[config.mk]
export PLATFORM = sky130hd
export DESIGN_NAME = serial_adder_ctrl
export DESIGN_NICKNAME = d
export VERILOG_FILES = /design/src/rtl/serial_adder_ctrl.sv
export SDC_FILE = /design/constraint.sdc
export NUM_CORES = 1
export LEC_CHECK = 0
export CAP_MARGIN = 40
export CORE_AREA = 2 2 64 66
export CTS_CLUSTER_SIZE = 8
export DETAILED_ROUTE_END_ITERATION = 8
export DIE_AREA = 0 0 66 68
export HOLD_SLACK_MARGIN = 0.12
export PLACE_DENSITY = 0.71
export SYNTH_ARGS = -nofsm -noshare
export SYNTH_HDL_FRONTEND = slang
export SYNTH_SLANG_ARGS = --single-unit
[constraint.sdc]
create_clock -name clk_i -period 1.2 [get_ports clk_i]
set_input_delay 0.12 -clock clk_i [delete_from_list [all_inputs] [get_ports clk_i]]
set_output_delay 0.12 -clock clk_i [all_outputs]
set_load 0.01 [all_outputs]
[src/rtl/serial_adder_ctrl.sv]
// rtl/serial_adder_ctrl.sv - bit-serial add sequencer driving one external 1-bit full-adder slice
// Optional signed-overflow output ovf_o is built when SERIAL_ADD_OVF_EN is defined.
module serial_adder_ctrl #(
    parameter int WIDTH = 8
) (
    input  logic             clk_i,
    input  logic             rst_i,
    input  logic             start_i,
    input  logic [WIDTH-1:0] op_a_i,
    input  logic [WIDTH-1:0] op_b_i,
    input  logic             cin_i,
    output logic             busy_o,
    output logic             done_o,
    output logic [WIDTH-1:0] sum_o,
    output logic             cout_o,
`ifdef SERIAL_ADD_OVF_EN
    output logic             ovf_o,
`endif
    output logic             fa_a_o,
    output logic             fa_b_o,
    output logic             fa_cin_o,
    input  logic             fa_sum_i,
    input  logic             fa_cout_i
);
    localparam int CW = $clog2(WIDTH);

    typedef enum logic [1:0] {IDLE, RUN, DONE} state_t;

    state_t           state_q, state_d;
    logic [WIDTH-1:0] a_sh_q, a_sh_d;
    logic [WIDTH-1:0] b_sh_q, b_sh_d;
    logic [WIDTH-1:0] sum_sh_q, sum_sh_d;
    logic [WIDTH-1:0] sum_q, sum_d;
    logic             carry_q, carry_d;
    logic             cout_q, cout_d;
    logic [CW-1:0]    bit_cnt_q, bit_cnt_d;
`ifdef SERIAL_ADD_OVF_EN
    logic             ovf_q, ovf_d;
`endif

    always_comb begin
        state_d   = state_q;
        a_sh_d    = a_sh_q;
        b_sh_d    = b_sh_q;
        sum_sh_d  = sum_sh_q;
        sum_d     = sum_q;
        carry_d   = carry_q;
        cout_d    = cout_q;
        bit_cnt_d = bit_cnt_q;
`ifdef SERIAL_ADD_OVF_EN
        ovf_d     = ovf_q;
`endif
        busy_o    = 1'b0;
        done_o    = 1'b0;
        fa_a_o    = 1'b0;
        fa_b_o    = 1'b0;
        fa_cin_o  = 1'b0;
        case (state_q)
            IDLE: begin
                if (start_i) begin
                    a_sh_d    = op_a_i;
                    b_sh_d    = op_b_i;
                    carry_d   = cin_i;
                    bit_cnt_d = '0;
                    state_d   = RUN;
                end
            end
            RUN: begin
                busy_o    = 1'b1;
                fa_a_o    = a_sh_q[0];
                fa_b_o    = b_sh_q[0];
                fa_cin_o  = carry_q;
                a_sh_d    = {1'b0, a_sh_q[WIDTH-1:1]};
                b_sh_d    = {1'b0, b_sh_q[WIDTH-1:1]};
                sum_sh_d  = {fa_sum_i, sum_sh_q[WIDTH-1:1]};
                carry_d   = fa_cout_i;
                bit_cnt_d = bit_cnt_q + CW'(1);
                // Final bit: publish the result so it is stable for the whole DONE cycle
                if (bit_cnt_q == CW'(WIDTH - 1)) begin
                    sum_d   = sum_sh_d;
                    cout_d  = fa_cout_i;
`ifdef SERIAL_ADD_OVF_EN
                    ovf_d   = carry_q ^ fa_cout_i;
`endif
                    state_d = DONE;
                end
            end
            DONE: begin
                done_o  = 1'b1;
                state_d = IDLE;
            end
            default: state_d = IDLE;
        endcase
    end

    always_ff @(posedge clk_i) begin
        if (rst_i) begin
            state_q   <= IDLE;
            a_sh_q    <= '0;
            b_sh_q    <= '0;
            sum_sh_q  <= '0;
            sum_q     <= '0;
            carry_q   <= 1'b0;
            cout_q    <= 1'b0;
            bit_cnt_q <= '0;
`ifdef SERIAL_ADD_OVF_EN
            ovf_q     <= 1'b0;
`endif
        end else begin
            state_q   <= state_d;
            a_sh_q    <= a_sh_d;
            b_sh_q    <= b_sh_d;
            sum_sh_q  <= sum_sh_d;
            sum_q     <= sum_d;
            carry_q   <= carry_d;
            cout_q    <= cout_d;
            bit_cnt_q <= bit_cnt_d;
`ifdef SERIAL_ADD_OVF_EN
            ovf_q     <= ovf_d;
`endif
        end
    end

    assign sum_o  = sum_q;
    assign cout_o = cout_q;
`ifdef SERIAL_ADD_OVF_EN
    assign ovf_o  = ovf_q;
`endif
endmodule

==> metrics.log, run 1 <==
INFO  metric outcome = finished with violations
INFO  metric failed_checks = negative setup slack
INFO  metric leakage_power = approximately 1.1 nW
INFO  metric finalCoreUtilization = 0.6749
INFO  metric worst_setup_end_kind = flop
INFO  metric worstHoldStart = fa_cout_i
INFO  metric maxSlewHeadroom = 0.7955
INFO  metric synth_compound_area_frac = 0.2024
INFO  metric syn-num-nets = 195
INFO  metric area_growth = 55.92%
INFO  metric hold_class = input pin to flop
INFO  metric peak_clock_frequency_supported_by_timing = 0.7924 GHz
INFO  metric max_stage_delay = roughly 330 ps
INFO  metric timing_max_transition_violations_final = 0
INFO  metric worst_ep_required_time = 1410 ps
INFO  metric routedWlPerCell = between 15 and 20 um
INFO  metric clock-sinks = 38
INFO  metric grt.overflow.total = 0
INFO  metric finish.cell_count_without_fillers = between 200 and 300
INFO  metric yosys_top_cell_by_area = sky130_fd_sc_hd__dfxtp_1
INFO  metric crit_arrival = 1470 ps
INFO  metric floorplan.initialDensity = 0.4328
INFO  metric netlist-cell-type-count = 22
INFO  metric drive_above_1_share = 0.4561
INFO  metric path_cells = buf_6 > o21ba_4 > buf_12 > nor2_1 > a211oi_2
INFO  metric criticalPathCategory = flop to flop
INFO  metric synth_top_family_by_area = compound AO/OA/AOI/OAI gates
INFO  metric post_synth_fa_ha_maj_area_fraction = 0.01499
INFO  metric first_global_vias = 1374
INFO  metric vias = ~1500
INFO  metric globalplace.congestion = just over 0.7
INFO  metric peakVddDrop = 0.001034 V
INFO  metric synth_seq_area_share = 0.4558
INFO  metric clock_latency = 290 ps
INFO  metric routed_via_density = 5.291
INFO  metric cts-htree-levels = 2
INFO  metric antenna_found_initial = 0
INFO  metric cts_root_buf = sky130_fd_sc_hd__clkbuf_8
INFO  metric worst_pin_slew = about 300 ps
INFO  metric yosys.area_share.simple = 0.1574
INFO  metric finalCriticalPeriod = ~1300 ps
INFO  metric grt_first_pass_wirelength = ~6.3 mm
INFO  metric cts_made_buffers = 5
INFO  metric drtIter0Drc = 60
INFO  metric synth.area.top_cells = sky130_fd_sc_hd__dfxtp_1 46%, sky130_fd_sc_hd__a211oi_2 12%, sky130_fd_sc_hd__mux2i_1 9.6%, sky130_fd_sc_hd__nand2_1 7.2%, sky130_fd_sc_hd__buf_6 5.4%
INFO  metric syn-mean-instance-area = ~10 um2
INFO  metric cts_buffer_depth = 2
INFO  metric cts_tree = done
INFO  metric drt_pass1_iterations = 4
INFO  metric drc = 0
INFO  metric dieHeight = ~68 um
INFO  metric dpl.cell_count = roughly 260
INFO  metric finalWirelength = about 4.5 mm
INFO  metric r2r_start = state_q[1]$_SDFFE_PP0P_
INFO  metric finalHoldViolations = 0
INFO  metric setup_total_negative_slack = -547.6 ps
INFO  metric num_io_pins = 36
INFO  metric minimum_setup_slack_in_the_final_design = -62.05 ps
INFO  metric core = 3856 um2
INFO  metric ant_nets = 0
INFO  metric path_max_fanout = 5
INFO  metric post_synthesis_cell_area = between 1500 and 2000 um2
INFO  metric fin_skew = between 8 and 9 ps
INFO  metric grtUsageTotal = 0.1881
INFO  metric post-route-period-util = 1.052
INFO  metric synth_seq_cells = 38
INFO  metric synth_xor_xnor_area_share = 0
INFO  metric grt_setup_unrepaired = yes
INFO  metric clkTransAtPathRegs = approximately 80 ps
INFO  metric yosys-mux-area-fraction = 0.09595
INFO  metric setup_viol_count_final = 18
INFO  metric grt_start_max_net_pins = 39
INFO  metric cp-start-kind = flop
INFO  metric maxCapViolations = 0
INFO  metric powerDensity = 1133 nW/um2
INFO  metric yosys_warnings = 0
INFO  metric diodes = 0
INFO  metric core.rowCount = 23
INFO  metric crit_path_top_delay_cell = sky130_fd_sc_hd__dfxtp_2
INFO  metric crit_path_launch = state_q[1]$_SDFFE_PP0P_
INFO  metric portBuffers = 35
INFO  metric finalNetCount = 251
INFO  metric netlist.area_leader.share = 0.4558
INFO  metric dp.final_hpwl = ~2.7 mm
INFO  metric design.die.area = approximately 4500 um2
INFO  metric fillerInstances = 286
INFO  metric netlist_instances = 171
INFO  metric chipWidth = ~66 um
[sequential cells by signal, indices dropped and copies added (netlist names)]
| name | count |
|---|---|
| carry_q | 1 |
| b_sh_q | 8 |
| sum_sh_q | 7 |
| sum_o | 8 |
| a_sh_q | 8 |
| bit_cnt_q | 3 |
| cout_o | 1 |
| state_q | 2 |
[kinds of logic (layout without fill, tap and decap cells)]
logic type,after synthesis,after routing
simple gates,62,63
compound gates,38,38
flops,38,38
mux,16,16
buf+inv,15,71
fa+ha+maj,2,2
[critical path: cells and delay by family (launching register included)]
family / cells / cell delay [ps]
flops: 1 / 330
compound gates: 2 / 530
simple gates: 1 / 50
buf+inv: 2 / 270
[stage by stage]
stage	power [W]	setup WS (ps)	area (um2)	hold WS, ps
detailed placement	0.001781	-168.2	2125	447.6
global placement	0.001761	-135.6	2125	443.4
CTS	0.002862	-36.44	2406	425.6
finish	0.002948	-62.05	2603	420.5
floorplan	0.001629	9.019	1680	256.0
global route	0.003065	-96.79	2603	411.0
[worst paths after layout]
| kind | end | slack, ps | cells after the start |
|---|---|---|---|
| hold / removal | cout_o$_SDFFE_PP0P_ | 420 | 3 |
| setup reg to reg | b_sh_q[4]$_SDFFE_PP0P_ | -60 | 5 |
| hold reg to reg | sum_o[5]$_SDFFE_PP0P_ | 460 | 2 |
| setup / recovery | b_sh_q[4]$_SDFFE_PP0P_ | -60 | 5 |
[synthesized netlist by cell type]
| master | count |
|---|---|
| sky130_fd_sc_hd__inv_4 | 1 |
| sky130_fd_sc_hd__o21ba_4 | 1 |
| sky130_fd_sc_hd__inv_1 | 1 |
| sky130_fd_sc_hd__buf_2 | 3 |
| sky130_fd_sc_hd__nand2b_1 | 1 |
| sky130_fd_sc_hd__and3b_1 | 1 |
| sky130_fd_sc_hd__nand3b_2 | 1 |
| sky130_fd_sc_hd__a211oi_2 | 16 |
| sky130_fd_sc_hd__nor3_1 | 1 |
| sky130_fd_sc_hd__buf_6 | 8 |
| sky130_fd_sc_hd__nor3b_1 | 1 |
| sky130_fd_sc_hd__dfxtp_1 | 38 |
| sky130_fd_sc_hd__mux2i_1 | 16 |
| sky130_fd_sc_hd__and2_1 | 3 |
| sky130_fd_sc_hd__nand2_1 | 32 |
| sky130_fd_sc_hd__o21bai_2 | 1 |
| sky130_fd_sc_hd__ha_1 | 2 |
| sky130_fd_sc_hd__clkbuf_1 | 2 |
| sky130_fd_sc_hd__nor2_1 | 21 |
| sky130_fd_sc_hd__a21oi_1 | 16 |
| sky130_fd_sc_hd__nor2b_1 | 1 |
| sky130_fd_sc_hd__a22oi_1 | 4 |
[cell usage in the layout, fill, tap and decap left out, types with 3 or more instances in the layout]
| cell | count |
|---|---|
| sky130_fd_sc_hd__and2_4 | 3 |
| sky130_fd_sc_hd__nor2_2 | 9 |
| sky130_fd_sc_hd__dlygate4sd2_1 | 9 |
| sky130_fd_sc_hd__buf_4 | 13 |
| sky130_fd_sc_hd__buf_12 | 3 |
| sky130_fd_sc_hd__mux2i_1 | 16 |
| sky130_fd_sc_hd__clkdlybuf4s50_1 | 21 |
| sky130_fd_sc_hd__nand2_1 | 23 |
| sky130_fd_sc_hd__nor2_4 | 3 |
| sky130_fd_sc_hd__a21oi_1 | 7 |
| sky130_fd_sc_hd__dfxtp_1 | 34 |
| sky130_fd_sc_hd__a211oi_2 | 16 |
| sky130_fd_sc_hd__dfxtp_2 | 3 |
| sky130_fd_sc_hd__nor2_1 | 9 |
| sky130_fd_sc_hd__nand2_2 | 7 |
| sky130_fd_sc_hd__clkbuf_8 | 5 |
| sky130_fd_sc_hd__a21oi_2 | 9 |
| sky130_fd_sc_hd__buf_6 | 10 |
[what timing repair did]
| action | 4_1_cts | 5_1_grt |
|---|---|---|
| resized for setup | 69 | 27 |
| cloned | 2 | 3 |
| setup buffers | 4 | 3 |
| hold buffers | 0 | 0 |
| setup endpoints to repair | 31 | 33 |
| pin swaps | 12 | 18 |
[area by class of cell]
class,instances,area (um2),area share
clock buffers,5,68.82,0.02644
clock inverters,3,40.04,0.01538
inverters,2,10.01,0.003846
multi-input cells,119,996.0,0.3827
flip-flops and latches,38,768.2,0.2952
well taps,50,62.56,0.02404
repair buffers,61,656.9,0.2524
[per-layer routing]
layer | global-route usage | routed length (um) | up-vias
met1 | 0.2065 | 1783 | 714
met4 | 0.07653 | 118 | 0
met5 | 0 | 0 | -
met2 | 0.3396 | 2424 | 45
li1 | - | - | 698
met3 | 0.05757 | 222 | 14
[power by group]
group | total, W | switching, W | internal, W | leakage [nW]
clock | 0.00107 | 0.000457 | 0.000612 | 0.0579
sequential | 0.00137 | 0.0000486 | 0.00132 | 0.313
combinational | 0.000511 | 0.000229 | 0.000282 | 0.719
Power figures use the tool's default switching activity.
==> run 2: changes to the inputs <==
==> constraint.sdc (replaced) <==
create_clock -name clk_i -period 1.2 [get_ports clk_i]
set_input_delay 0.36 -clock clk_i [delete_from_list [all_inputs] [get_ports clk_i]]
set_output_delay 0.36 -clock clk_i [all_outputs]
set_load 0.01 [all_outputs]
==> metrics.log, run 2 (synthesis gave the netlist of run 1 again) <==
INFO  metric outcome = finished with violations
INFO  metric failed_checks = negative setup slack
INFO  metric dieHeight = slightly below 70 um
INFO  metric core = 3856 um2
INFO  metric leakage_power = 1.035 nW
INFO  metric grt_first_pass_wirelength = 6.803 mm
INFO  metric cts.hold.buffers_added = 0
INFO  metric drc = 0
INFO  metric finalNetCount = 253
INFO  metric cts_buffer_depth = 2
INFO  metric finalWirelength = between 4 and 5 mm
INFO  metric drt_pass1_iterations = 4
INFO  metric grt_setup_unrepaired = yes
INFO  metric grt_start_max_net_pins = 39
INFO  metric worst_r2r_path_depth = 5
INFO  metric area_growth = 58.02%
INFO  metric grtUsageTotal = 0.2030
INFO  metric design.die.area = about 4500 um2
INFO  metric maxSlewHeadroom = 0.8069
INFO  metric finalCriticalPeriod = 1437 ps
INFO  metric chipWidth = 66 um
INFO  metric timing_max_transition_violations_final = 0
INFO  metric cts-htree-levels = 2
INFO  metric crit_arrival = about 1100 ps
INFO  metric dp.final_hpwl = approximately 2.5 mm
INFO  metric criticalPathCategory = flop to output pin
INFO  metric clock-sinks = 38
INFO  metric detailed_place.area = between 2000 and 2500 um2
INFO  metric clock_latency = roughly 290 ps
INFO  metric finalHoldViolations = 0
INFO  metric peakVddDrop = between 0.0008 and 0.0009 V
INFO  metric num_io_pins = 36
INFO  metric commonest_cells_after_routing_fill_and_taps_aside = 30 x sky130_fd_sc_hd__dfxtp_1, 28 x sky130_fd_sc_hd__nand2_1, 20 x sky130_fd_sc_hd__clkdlybuf4s50_1
INFO  metric setup_viol_count_final = 32
INFO  metric antenna_found_initial = 0
INFO  metric powerDensity = between 1000 and 1500 nW/um2
INFO  metric path_max_fanout = 5
INFO  metric worstHoldPathCells = 2
INFO  metric routedWlPerCell = about 15 um
INFO  metric layout.cell_area.non_filler = 2638 um2
INFO  metric drtIter0Drc = 64
INFO  metric clkTransAtPathRegs = around 80 ps
INFO  metric globalplace.congestion = ~0.74
INFO  metric hold_class = flop to flop
INFO  metric cts_tree = done
INFO  metric core.rowCount = 23
INFO  metric floorplan.initialDensity = 0.4328
INFO  metric layout_commonest_cell = sky130_fd_sc_hd__dfxtp_1
INFO  metric cts_root_buf = sky130_fd_sc_hd__clkbuf_8
INFO  metric maxCapViolations = 0
INFO  metric peak_clock_frequency_supported_by_timing = roughly 0.70 GHz
INFO  metric diodes = 0
INFO  metric portBuffers = 35
INFO  metric fin_skew = between 4 and 5 ps
INFO  metric ant_nets = 0
INFO  metric setup_total_negative_slack = -3187 ps
INFO  metric drive_above_1_share = 0.5000
INFO  metric grt.overflow.total = 0
INFO  metric worst_pin_slew = 284.0 ps
INFO  metric cts_made_buffers = 5
INFO  metric cp-start-kind = flop
INFO  metric worst_setup_end_kind = output pin
INFO  metric worst_ep_required_time = around 840 ps
INFO  metric report.power.total = around 0.0032 W
INFO  metric routed_via_density = about 5
INFO  metric minimum_setup_slack_in_the_final_design = -237.1 ps
INFO  metric post-route-period-util = 1.198
INFO  metric first_global_vias = 1405
INFO  metric vias = ~1400
==> run 2: cell types whose count changed in the layout (fill, tap and decap cells not counted), sizes merged <==
cell | before | now
and3b | 1 | 2
buf | 29 | 41
bufinv | 1 | 2
clkbuf | 7 | 6
clkdlybuf4s50 | 21 | 20
clkinv | 2 | 1
dlygate4sd2 | 9 | 1
nand3b | 2 | 1
==> run 2: power by group <==
| group | switching, W | leakage [nW] | internal [W] | total, W |
|---|---|---|---|---|
| Sequential | 0.0000538 | 0.315 | 0.00132 | 0.00137 |
| Clock | 0.000463 | 0.0683 | 0.000833 | 0.00130 |
| Combinational | 0.000251 | 0.651 | 0.000323 | 0.000574 |
| Total | 0.000768 | 1.03 | 0.00247 | 0.00324 |
==> run 2: routing by layer <==
metal / vias up / global-route usage / part of all wire / routed length, um
met5: - / 0 / 0 / 0
met4: 0 / 0.05357 / 0.018 / 76
met3: 6 / 0.05099 / 0.040 / 171
met2: 36 / 0.3712 / 0.54 / 2302
met1: 695 / 0.2378 / 0.41 / 1746
li1: 703 / - / - / -
==> run 2: timing repair <==
action	4_1_cts	5_1_grt
buffers inserted	9	3
resized for setup	99	34
pin swaps	12	25
setup endpoints to repair	42	38
cloned	3	1
==> run 2: path summary, 6_finish.rpt <==
kind / slack [ps] / to / startpoint
min reg2reg: 450 / sum_o[6]$_SDFFE_PP0P_ / sum_o[6]$_SDFFE_PP0P_
max reg2reg: -160 / a_sh_q[4]$_SDFFE_PP0P_ / state_q[0]$_SDFFE_PP0P_
min: 450 / sum_o[6]$_SDFFE_PP0P_ / sum_o[6]$_SDFFE_PP0P_
max: -240 / fa_a_o / state_q[1]$_SDFFE_PP0P_
==> run 2: area by class of cell <==
class,count,area (um2)
fillers,280,1219
clock inverters,3,68.82
well taps,50,62.56
clock buffers,5,68.82
inverters,2,10.01
repair buffers,63,648.1
flip-flops and latches,38,775.7
multi-input cells,119,1003
==> run 2: per-stage QoR <==
stage               std cells  setup WS [ps]  hold slack (ps)  utilization
finish                    280         -237.1            451.8       0.6840
global route              280         -289.3            469.1       0.6840
CTS                       278         -231.9            447.6       0.6648
detailed placement        258         -483.3            443.3       0.5555
global placement          258         -355.7            439.9       0.5555
floorplan                 171         -72.92            432.1            -
==> run 2: worst max-delay path: stages, from the launching register on <==
cell                       delay [ps]
sky130_fd_sc_hd__dfxtp_2          330
sky130_fd_sc_hd__nand2b_4         150
sky130_fd_sc_hd__inv_4             80
sky130_fd_sc_hd__and2_4           140
sky130_fd_sc_hd__buf_6             90
